<file path="src/rtl/proc_pkg.sv">
// rtl/proc_pkg.sv - shared constants for the processor control unit
package proc_pkg;

    localparam int NREG = 8;
    localparam int IR_W = 16;

    localparam int IR_OP_HI = 15;
    localparam int IR_OP_LO = 13;
    localparam int IR_X_HI  = 12;
    localparam int IR_X_LO  = 10;
    localparam int IR_Y_HI  = 9;
    localparam int IR_Y_LO  = 7;

    localparam logic [2:0] OP_MV   = 3'b000;
    localparam logic [2:0] OP_MVI  = 3'b001;
    localparam logic [2:0] OP_ADD  = 3'b010;
    localparam logic [2:0] OP_SUB  = 3'b011;
    localparam logic [2:0] OP_MVNZ = 3'b100;

    typedef enum logic [1:0] {
        T0 = 2'b00,
        T1 = 2'b01,
        T2 = 2'b10,
        T3 = 2'b11
    } tstep_t;

endpackage

</file>
<file path="src/rtl/proc_ctrl_if.sv">
// rtl/proc_ctrl_if.sv - control-to-datapath signal bundle; Gnz exists only with PROC_CTRL_MVNZ_EN
interface proc_ctrl_if #(
    parameter int NREG = 8,
    parameter int IR_W = 16
);
    logic            Run;
    logic [IR_W-1:0] IR;
`ifdef PROC_CTRL_MVNZ_EN
    logic            Gnz;
`endif
    logic            IRin;
    logic [NREG-1:0] Rin;
    logic [NREG-1:0] Rout;
    logic            DINout;
    logic            Ain;
    logic            Gin;
    logic            Gout;
    logic            AddSub;
    logic            Busy;
    logic            Done;

`ifdef PROC_CTRL_MVNZ_EN
    modport master (
        input  Run, IR, Gnz,
        output IRin, Rin, Rout, DINout, Ain, Gin, Gout, AddSub, Busy, Done
    );
    modport slave (
        output Run, IR, Gnz,
        input  IRin, Rin, Rout, DINout, Ain, Gin, Gout, AddSub, Busy, Done
    );
`else
    modport master (
        input  Run, IR,
        output IRin, Rin, Rout, DINout, Ain, Gin, Gout, AddSub, Busy, Done
    );
    modport slave (
        output Run, IR,
        input  IRin, Rin, Rout, DINout, Ain, Gin, Gout, AddSub, Busy, Done
    );
`endif
endinterface

</file>
<file path="src/rtl/dec3to8.sv">
// rtl/dec3to8.sv - 3-to-8 one-hot decoder with enable
module dec3to8 (
    input  logic [2:0] i_w,
    input  logic       i_en,
    output logic [7:0] o_y
);
    always_comb begin
        o_y = '0;
        if (i_en) begin
            o_y[i_w] = 1'b1;
        end
    end
endmodule

</file>
<file path="src/rtl/proc_ctrl.sv">
// rtl/proc_ctrl.sv - T0..T3 sequencer and instruction decoder; PROC_CTRL_MVNZ_EN adds conditional move (opcode 100)
module proc_ctrl
    import proc_pkg::*;
(
    input  logic        Clock,
    input  logic        Resetn,
    proc_ctrl_if.master bus
);
    tstep_t     r_state;
    logic [2:0] w_op;
    logic [2:0] w_x;
    logic [2:0] w_y;
    logic [7:0] w_xsel;
    logic [7:0] w_ysel;
    logic       w_ir_unused;
    logic       w_is_alu;

    assign w_op        = bus.IR[IR_OP_HI:IR_OP_LO];
    assign w_x         = bus.IR[IR_X_HI:IR_X_LO];
    assign w_y         = bus.IR[IR_Y_HI:IR_Y_LO];
    assign w_ir_unused = ^bus.IR[IR_Y_LO-1:0];
    assign w_is_alu    = (w_op == OP_ADD) || (w_op == OP_SUB);

    dec3to8 u_dec_x (.i_w(w_x), .i_en(1'b1), .o_y(w_xsel));
    dec3to8 u_dec_y (.i_w(w_y), .i_en(1'b1), .o_y(w_ysel));

    always_ff @(posedge Clock or negedge Resetn) begin
        if (!Resetn) begin
            r_state <= T0;
        end else begin
            unique case (r_state)
                T0:      r_state <= bus.Run ? T1 : T0;
                T1:      r_state <= w_is_alu ? T2 : T0;
                T2:      r_state <= T3;
                default: r_state <= T0;
            endcase
        end
    end

    // IRin is the only output that is non-zero in T0, so gating it alone keeps outputs quiet in reset.
    always_comb begin
        bus.IRin   = 1'b0;
        bus.Rin    = '0;
        bus.Rout   = '0;
        bus.DINout = 1'b0;
        bus.Ain    = 1'b0;
        bus.Gin    = 1'b0;
        bus.Gout   = 1'b0;
        bus.AddSub = 1'b0;
        bus.Busy   = (r_state != T0);
        bus.Done   = 1'b0;
        unique case (r_state)
            T0: bus.IRin = bus.Run & Resetn;
            T1: begin
                unique case (w_op)
                    OP_MV: begin
                        bus.Rout = w_ysel;
                        bus.Rin  = w_xsel;
                        bus.Done = 1'b1;
                    end
                    OP_MVI: begin
                        bus.DINout = 1'b1;
                        bus.Rin    = w_xsel;
                        bus.Done   = 1'b1;
                    end
                    OP_ADD, OP_SUB: begin
                        bus.Rout = w_xsel;
                        bus.Ain  = 1'b1;
                    end
`ifdef PROC_CTRL_MVNZ_EN
                    OP_MVNZ: begin
                        if (bus.Gnz) begin
                            bus.Rout = w_ysel;
                            bus.Rin  = w_xsel;
                        end
                        bus.Done = 1'b1;
                    end
`endif
                    default: bus.Done = 1'b1;
                endcase
            end
            T2: begin
                bus.Rout   = w_ysel;
                bus.Gin    = 1'b1;
                bus.AddSub = (w_op == OP_SUB);
            end
            default: begin
                bus.Gout = 1'b1;
                bus.Rin  = w_xsel;
                bus.Done = 1'b1;
            end
        endcase
    end
endmodule

</file>
<file path="src/flat_wrapper.sv">
// flat-port wrapper written by rule: the top's interface ports become plain ports
module proc_ctrl_flat import proc_pkg::*;
  (Clock, Resetn, bus_Run, bus_IR, bus_IRin, bus_Rin, bus_Rout, bus_DINout, bus_Ain, bus_Gin, bus_Gout, bus_AddSub, bus_Busy, bus_Done);
  proc_ctrl_if bus_i ();
  input  logic Clock;
  input  logic Resetn;
  input wire logic [$bits(bus_i.Run)-1:0] bus_Run;
  input wire logic [$bits(bus_i.IR)-1:0] bus_IR;
  output wire logic [$bits(bus_i.IRin)-1:0] bus_IRin;
  output wire logic [$bits(bus_i.Rin)-1:0] bus_Rin;
  output wire logic [$bits(bus_i.Rout)-1:0] bus_Rout;
  output wire logic [$bits(bus_i.DINout)-1:0] bus_DINout;
  output wire logic [$bits(bus_i.Ain)-1:0] bus_Ain;
  output wire logic [$bits(bus_i.Gin)-1:0] bus_Gin;
  output wire logic [$bits(bus_i.Gout)-1:0] bus_Gout;
  output wire logic [$bits(bus_i.AddSub)-1:0] bus_AddSub;
  output wire logic [$bits(bus_i.Busy)-1:0] bus_Busy;
  output wire logic [$bits(bus_i.Done)-1:0] bus_Done;
  assign bus_i.Run = bus_Run;
  assign bus_i.IR = bus_IR;
  assign bus_IRin = bus_i.IRin;
  assign bus_Rin = bus_i.Rin;
  assign bus_Rout = bus_i.Rout;
  assign bus_DINout = bus_i.DINout;
  assign bus_Ain = bus_i.Ain;
  assign bus_Gin = bus_i.Gin;
  assign bus_Gout = bus_i.Gout;
  assign bus_AddSub = bus_i.AddSub;
  assign bus_Busy = bus_i.Busy;
  assign bus_Done = bus_i.Done;
  proc_ctrl u_core (.Clock(Clock), .Resetn(Resetn), .bus(bus_i));
endmodule
</file>
<file path="config.mk">
export PLATFORM = sky130hd
export DESIGN_NAME = proc_ctrl_flat
export DESIGN_NICKNAME = d
export VERILOG_FILES = /design/src/rtl/proc_pkg.sv /design/src/rtl/proc_ctrl_if.sv /design/src/rtl/dec3to8.sv /design/src/rtl/proc_ctrl.sv /design/src/flat_wrapper.sv
export SDC_FILE = /design/constraint.sdc
export NUM_CORES = 1
export LEC_CHECK = 0
export ABC_AREA = 1
export CORE_MARGIN = 2
export CORE_UTILIZATION = 34
export DETAILED_ROUTE_END_ITERATION = 10
export PLACE_DENSITY = 0.82
export SLEW_MARGIN = 20
export SYNTH_ARGS = -nofsm -noshare
export SYNTH_HDL_FRONTEND = slang
export SYNTH_SLANG_ARGS = --single-unit
</file>
<file path="constraint.sdc">
create_clock -name Clock -period 2.9 [get_ports Clock]
set_input_delay 0.435 -clock Clock [delete_from_list [all_inputs] [get_ports Clock]]
set_output_delay 0.435 -clock Clock [all_outputs]
set_load 0.1 [all_outputs]
</file>
==> results of run 1 <==
[per-layer routing]
metal / vias to the layer above / wire, um / global-route usage
met5: - / 0 / 0
met4: 0 / 23 / 0.119
met3: 2 / 77 / 0.0255
met2: 27 / 998 / 0.403
met1: 337 / 741 / 0.242
li1: 393 / - / -
[kinds of logic (layout without fill, tap and decap cells)]
logic type,count (synthesis),after routing
fa+ha+maj,4,4
compound gates,8,8
flops,2,2
simple gates,64,64
buf+inv,26,64
[cell type report]
cell class | count | area [sq um] | area share
clock buffers | 3 | 22.5 | 0.0193
multi-input cells | 76 | 459 | 0.393
repair buffers | 36 | 523 | 0.448
inverters | 25 | 93.8 | 0.0804
well taps | 15 | 18.8 | 0.0161
flip-flops and latches | 2 | 50.0 | 0.0429
[critical path: stages]
cell and delay, ns:
clkdlybuf4s50_1 0.62, inv_2 0.10, nor3_1 0.25, nand2_1 0.16, a21oi_4 0.20, buf_12 0.19
[placed cells by master (no fill, tap or decap), drive strengths merged]
master         Yosys  final
a21oi              8      8
buf                1     25
clkbuf             0      3
clkdlybuf4s50      0     11
dfrtp              2      2
ha                 4      4
inv               25     25
nand2             29     29
nand3              4      4
nor2              16     16
nor3              15     15
[power breakdown]
part           switching [mW]  total [mW]  leakage [nW]  internal, mW
registers              0.0125      0.0546        0.0259        0.0421
clock network          0.0151      0.0607        0.0138        0.0456
logic                   0.655       0.873         0.466         0.218
total                   0.683       0.988         0.506         0.305
[worst max path at each step]
stage | endpoint
finish | bus_Rout[5]
global route | bus_Rout[5]
CTS | bus_Rout[5]
detailed placement | bus_Rout[5]
global placement | bus_Rout[1]
floorplan | bus_Rin[0]
==> results.sh, run 1 <==
export IMPL_outcome="finished, final reports clean"
export IMPL_critPathCaptureType="output pin"
export IMPL_max_vdd_ir_drop_uv=822
export IMPL_synth_seq_area_share=0.0985
export IMPL_crit_path_arrival_time_ns=1.96
export IMPL_reg2reg_depth=7
export IMPL_edff_count_synth=0
export IMPL_synth_most_common_cell="nand2_1"
export IMPL_placement_cell_area_sq_mm=0.00114
export IMPL_fmax_mhz=418
export IMPL_synth_area_leader_cell="nand2_1"
export IMPL_postCtsResizedCells=0
export IMPL_synth_fa_ha_area_frac=0.0985
export IMPL_worst_r2r_setup_slack_ns=1.57
export IMPL_postCtsHoldBufs=0
export IMPL_layout_drive_gt1_share=0.289
export IMPL_ys_warnings_count=0
export IMPL_ctsRootBufferMaster="clkbuf_4"
export IMPL_num_antenna_cells=0
export IMPL_grt_pass1_wl_um=3040
export IMPL_detailedPlace_worstSlack_ns=0.519
export IMPL_cts_htree_levels=1
export IMPL_grt_antenna_before_repair=0
export IMPL_start_kind="input pin"
export IMPL_drt_iter0_markers=24
export IMPL_io_pins=43
export IMPL_finalClockSkew_ns=0.00260
export IMPL_cts_path_max_buffers=2
export IMPL_layout_min_cycle_time_ns=2.39
export IMPL_pin_slew_with_the_least_headroom_to_its_limit_ns=0.588
export IMPL_total_power_uw=988
export IMPL_numCtsBuffers=3
export IMPL_power_density_mw_per_mm2=847
export IMPL_cp_data_required_time_ns=2.47
export IMPL_reg2reg_from="u_core.r_state[1]$_DFF_PN0_"
export IMPL_syn_area_sq_um=508
export IMPL_fin_nets=167
export IMPL_placeableCoreArea_sq_mm=0.00135
export IMPL_synth_xor_area_frac=0
export IMPL_max_slew_margin=0.607
export IMPL_groute_usage_overall=0.220
export IMPL_synth_top_cell_area_share=0.207
export IMPL_post_cts_setup_buffers=0
export IMPL_floorplan_initialDensity=0.376
export IMPL_synth_top_cells_by_count="nand2_1, inv_1, nor2_1"
export IMPL_hold_violations=0
export IMPL_hpwl_detailed_um=1570
export IMPL_synth_top_cells_by_area="nand2_1, inv_1, nor3_1, nor2_1, dfrtp_1"
export IMPL_route_detailed_drc=0
export IMPL_max_cap_violations=0
export IMPL_synth_compound_gate_area_share=0.0788
export IMPL_post_synth_mux_area_share=0
export IMPL_worst_hold_path_type="in2async"
export IMPL_mappedNetlistNets=127
export IMPL_largest_register_ff_count=2
export IMPL_clk_pin_slew_worst_paths_ns=0.03
export IMPL_cts_sinks=2
export IMPL_fin_worst_hold_slack_ns=0.397
export IMPL_synth_simple_gate_area_frac=0.525
export IMPL_final_setup_tns_ns=0
export IMPL_vias_per_cell=4.83
export IMPL_worst_r2r_endpoint="u_core.r_state[1]$_DFF_PN0_"
export IMPL_die_x_um=42.7
export IMPL_regMostFlops="u_core.r_state"
export IMPL_post_route_cell_area_sq_mm=0.00117
export IMPL_setup_ws_ns=0.508
export IMPL_final_util=0.865
export IMPL_layout_area_overhead_vs_synth_pct=130
export IMPL_drt_first_pass_iters=4
export IMPL_wl_um=1840
export IMPL_async_flop_share=1.00
export IMPL_post_drt_wl_per_cell_um=11.7
export IMPL_synth_seq_cells=2
export IMPL_crit_path_start="bus_IR[10]"
export IMPL_syn_area_per_cell_sq_um=4.88
export IMPL_clkLatencyLatePin_ns=0.22
export IMPL_final_period_utilization=0.825
export IMPL_biggestRegsByFlops="u_core.r_state (2)"
export IMPL_postRouteAntennaNets=0
export IMPL_global_route_overflow_total=0
export IMPL_worstSetupPathType="in2out"
export IMPL_finalNonFillerCells=157
export IMPL_static_leakage_nw=0.506
export IMPL_setup_viol=0
export IMPL_portBuffers=35
export IMPL_num_vias=759
export IMPL_critical_path_fanouts_max=6
export IMPL_slew_viol_final=0
export IMPL_via_count_of_the_first_global_routing_pass=727
export IMPL_dp_cells=154
export IMPL_rsz_0062_raised_after_global_routing="no"
export IMPL_grt_start_max_net_pins=12
export IMPL_synth_distinct_cells=11
export IMPL_final_replace_weighted_congestion=0.837
export IMPL_fillerInstances=76
export IMPL_synth_top_family_by_area="simple AND/OR/NAND/NOR gates"
export IMPL_die_height_um=42.7
export IMPL_synth_top_flop_cell="dfrtp_1"
export IMPL_postSynthCellCount=104
export IMPL_fp_dieArea_sq_mm=0.00182
export IMPL_placementRows=13
export IMPL_tritoncts="yes"
Note: power is estimated with default switching activity, not from simulation.
==> run 2: changes to the inputs <==
--- a/config.mk
+++ b/config.mk
@@ -6,10 +6,11 @@
 export NUM_CORES = 1
 export LEC_CHECK = 0
 export ABC_AREA = 1
+export CORE_ASPECT_RATIO = 1.25
 export CORE_MARGIN = 2
-export CORE_UTILIZATION = 34
+export CORE_UTILIZATION = 31
 export DETAILED_ROUTE_END_ITERATION = 10
-export PLACE_DENSITY = 0.82
+export PLACE_DENSITY = 0.75
 export SLEW_MARGIN = 20
 export SYNTH_ARGS = -nofsm -noshare
 export SYNTH_HDL_FRONTEND = slang
==> constraint.sdc (replaced) <==
create_clock -name Clock -period 2.32 [get_ports Clock]
set_input_delay 0.348 -clock Clock [delete_from_list [all_inputs] [get_ports Clock]]
set_output_delay 0.348 -clock Clock [all_outputs]
set_load 0.1 [all_outputs]
==> run 2 against run 1 <==
  * Combinational power is 43% higher
  * Hold slack got worse by 0.11 ns
  * Sequential share of layout area shrank 0.53 points
  * Global-route usage grew 1.2 points
  * Critical endpoint is now bus_Rin[2]
  * Largest power group unchanged
  * Highest routed layer unchanged
==> results.sh, run 2 (same netlist as run 1, synthesis figures left out) <==
export IMPL_layout_min_cycle_time_ns=2.21
export IMPL_portBuffers=35
export IMPL_wl_met2_um=1080
export IMPL_p_switching_uw=937
export IMPL_cts_sinks=2
export IMPL_total_power_mw=1.42
export IMPL_dr_max_layer_used="met4"
export IMPL_biggestRegsByFlops="u_core.r_state (2)"
export IMPL_crit_path_arrival_time_ns=1.86
export IMPL_tritoncts="yes"
export IMPL_finalClockSkew_ns=0.00847
export IMPL_dp_cells=161
export IMPL_wl_met3_um=116
export IMPL_switching_share=0.660
export IMPL_share_seq_of_total_power=0.064
export IMPL_numCtsBuffers=3
export IMPL_largest_register_ff_count=2
export IMPL_num_antenna_cells=0
export IMPL_max_cap_violations=0
export IMPL_worst_path_max_stage_delay_ns=0.45
export IMPL_layout_common_cells="nand2_1, buf_12, inv_1, nor3_1, clkdlybuf4s50_1"
export IMPL_die_height_um=49.3
export IMPL_post_drt_wl_per_cell_um=11.4
export IMPL_regMostFlops="u_core.r_state"
export IMPL_die_x_um=40.2
export IMPL_cts_path_max_buffers=2
export IMPL_final_replace_weighted_congestion=0.798
export IMPL_grt_start_max_net_pins=9
export IMPL_placementRows=16
export IMPL_layout_drive_gt1_share=0.432
export IMPL_fp_dieArea_sq_mm=0.00198
export IMPL_num_vias=800
export IMPL_clk_pin_slew_worst_paths_ns=0.04
export IMPL_grt_pass1_wl_um=3220
export IMPL_io_pins=43
export IMPL_clkLatencyLatePin_ns=0.23
export IMPL_critical_path_n_buffers_inverters=5
export IMPL_drt_first_pass_iters=4
export IMPL_power_density_mw_per_mm2=1040
export IMPL_floorplan_initialDensity=0.325
export IMPL_ctsRootBufferMaster="clkbuf_4"
export IMPL_static_leakage_nw=0.550
export IMPL_groute_usage_overall=0.232
export IMPL_vias_per_cell=4.88
export IMPL_via_count_of_the_first_global_routing_pass=777
export IMPL_critPathTopFamily="buffers and inverters"
export IMPL_placeableCoreArea_sq_mm=0.00156
export IMPL_internal_power_uw=483
export IMPL_fmax_mhz=452
export IMPL_route_detailed_drc=0
export IMPL_layout_cells_most_common="nand2_1"
export IMPL_slew_viol_final=0
export IMPL_post_cts_setup_buffers=0
export IMPL_wl_met1_um=620
export IMPL_drt_iter0_markers=6
export IMPL_wl_um=1860
export IMPL_postRouteAntennaNets=0
export IMPL_hpwl_detailed_um=1640
export IMPL_path_cells="inv_4 -> ha_4 -> inv_2 -> nor2_2 -> nand2_1 -> nand2_2 -> clkinvlp_4 -> buf_8 -> nor2_4 -> buf_12"
export IMPL_finalNonFillerCells=164
export IMPL_cts_htree_levels=1
export IMPL_critPathCaptureType="output pin"
export IMPL_power_frac_comb=0.879
export IMPL_worstSetupPathType="reg2out"
export IMPL_hold_violations=0
export IMPL_layout_area_overhead_vs_synth_pct=169
export IMPL_grt_antenna_before_repair=0
export IMPL_pin_slew_with_the_least_headroom_to_its_limit_ns=0.574
export IMPL_worst_hold_path_type="in2async"
export IMPL_max_vdd_ir_drop_uv=1180
export IMPL_fillerInstances=93
export IMPL_critPathSlowestCell="dfrtp_2"
export IMPL_fin_nets=171
export IMPL_global_route_overflow_total=0
export IMPL_final_period_utilization=0.954
export IMPL_clkPwrFrac=0.057
export IMPL_cp_data_required_time_ns=1.97
export IMPL_max_slew_margin=0.617
export IMPL_critical_path_fanouts_max=6
export IMPL_start_kind="flop"
export IMPL_outcome="finished, final reports clean"
export IMPL_setup_viol=0
-- run 2: per-stage QoR --
stage	setup TNS, ns	util	area (sq um)	worst slack, ns	hold WS [ns]
after global placement	0	0.853	1330	0.193	0.528
after global routing	-0.00779	0.875	1370	-0.00661	0.290
after CTS	0	0.868	1360	0.0324	0.291
final	0	0.875	1370	0.107	0.292
after detailed placement	0	0.853	1330	0.166	0.535
after floorplan	-1.50	-	714	-0.155	0.0524
-- run 2: power by group through the flow --
stage / clock network [mW] / registers, mW / logic (mW)
4_1_cts: 0.0835 / 0.0860 / 1.24
3_3_place_gp: 0 / 0.0826 / 1.23
3_5_place_dp: 0 / 0.0860 / 1.24
2_1_floorplan: 0 / 0.0793 / 0.877
6_report: 0.0807 / 0.0907 / 1.25
5_1_grt: 0.0885 / 0.0929 / 1.31
-- run 2: per-layer routing --
| layer | track usage | vias up |
|---|---|---|
| met3 | 0.0594 | 6 |
| met2 | 0.403 | 33 |
| met1 | 0.228 | 356 |
| met5 | 0 | - |
| met4 | 0.133 | 0 |
| li1 | - | 405 |
-- run 2: cell type report --
| cell class | count | area (sq um) | area share |
|---|---|---|---|
| repair buffers | 40 | 611 | 0.447 |
| multi-input cells | 76 | 559 | 0.409 |
| inverters | 25 | 100 | 0.0733 |
| flip-flops and latches | 2 | 51.3 | 0.0375 |
| clock buffers | 3 | 22.5 | 0.0165 |
| well taps | 18 | 22.5 | 0.0165 |
-- run 2: final timing paths --
path	from	endpoint	slack [ns]	depth (start not counted)
max	u_core.r_state[1]$_DFF_PN0_	bus_Rin[2]	0.11	10
min	Resetn	u_core.r_state[1]$_DFF_PN0_	0.29	1
max reg2reg	u_core.r_state[1]$_DFF_PN0_	u_core.r_state[1]$_DFF_PN0_	1.07	7
min reg2reg	u_core.r_state[1]$_DFF_PN0_	u_core.r_state[1]$_DFF_PN0_	0.62	2
max in group asynchronous	Resetn	u_core.r_state[1]$_DFF_PN0_	1.88	1
min in group Clock	u_core.r_state[1]$_DFF_PN0_	u_core.r_state[1]$_DFF_PN0_	0.62	2
-- run 2: what timing repair did --
action | 4_1_cts | 5_1_grt
setup endpoints to repair | 0 | 7
hold buffers | 0 | 0
resized for setup | 0 | 4
-- run 2: worst register-to-register path, cell delays in order, from the launching register on --
cell,delay (ns)
dfrtp_2,0.45
inv_4,0.10
ha_4,0.14
inv_2,0.04
nor2_1,0.16
buf_4,0.18
nand2_1,0.06
nand2_1,0.05
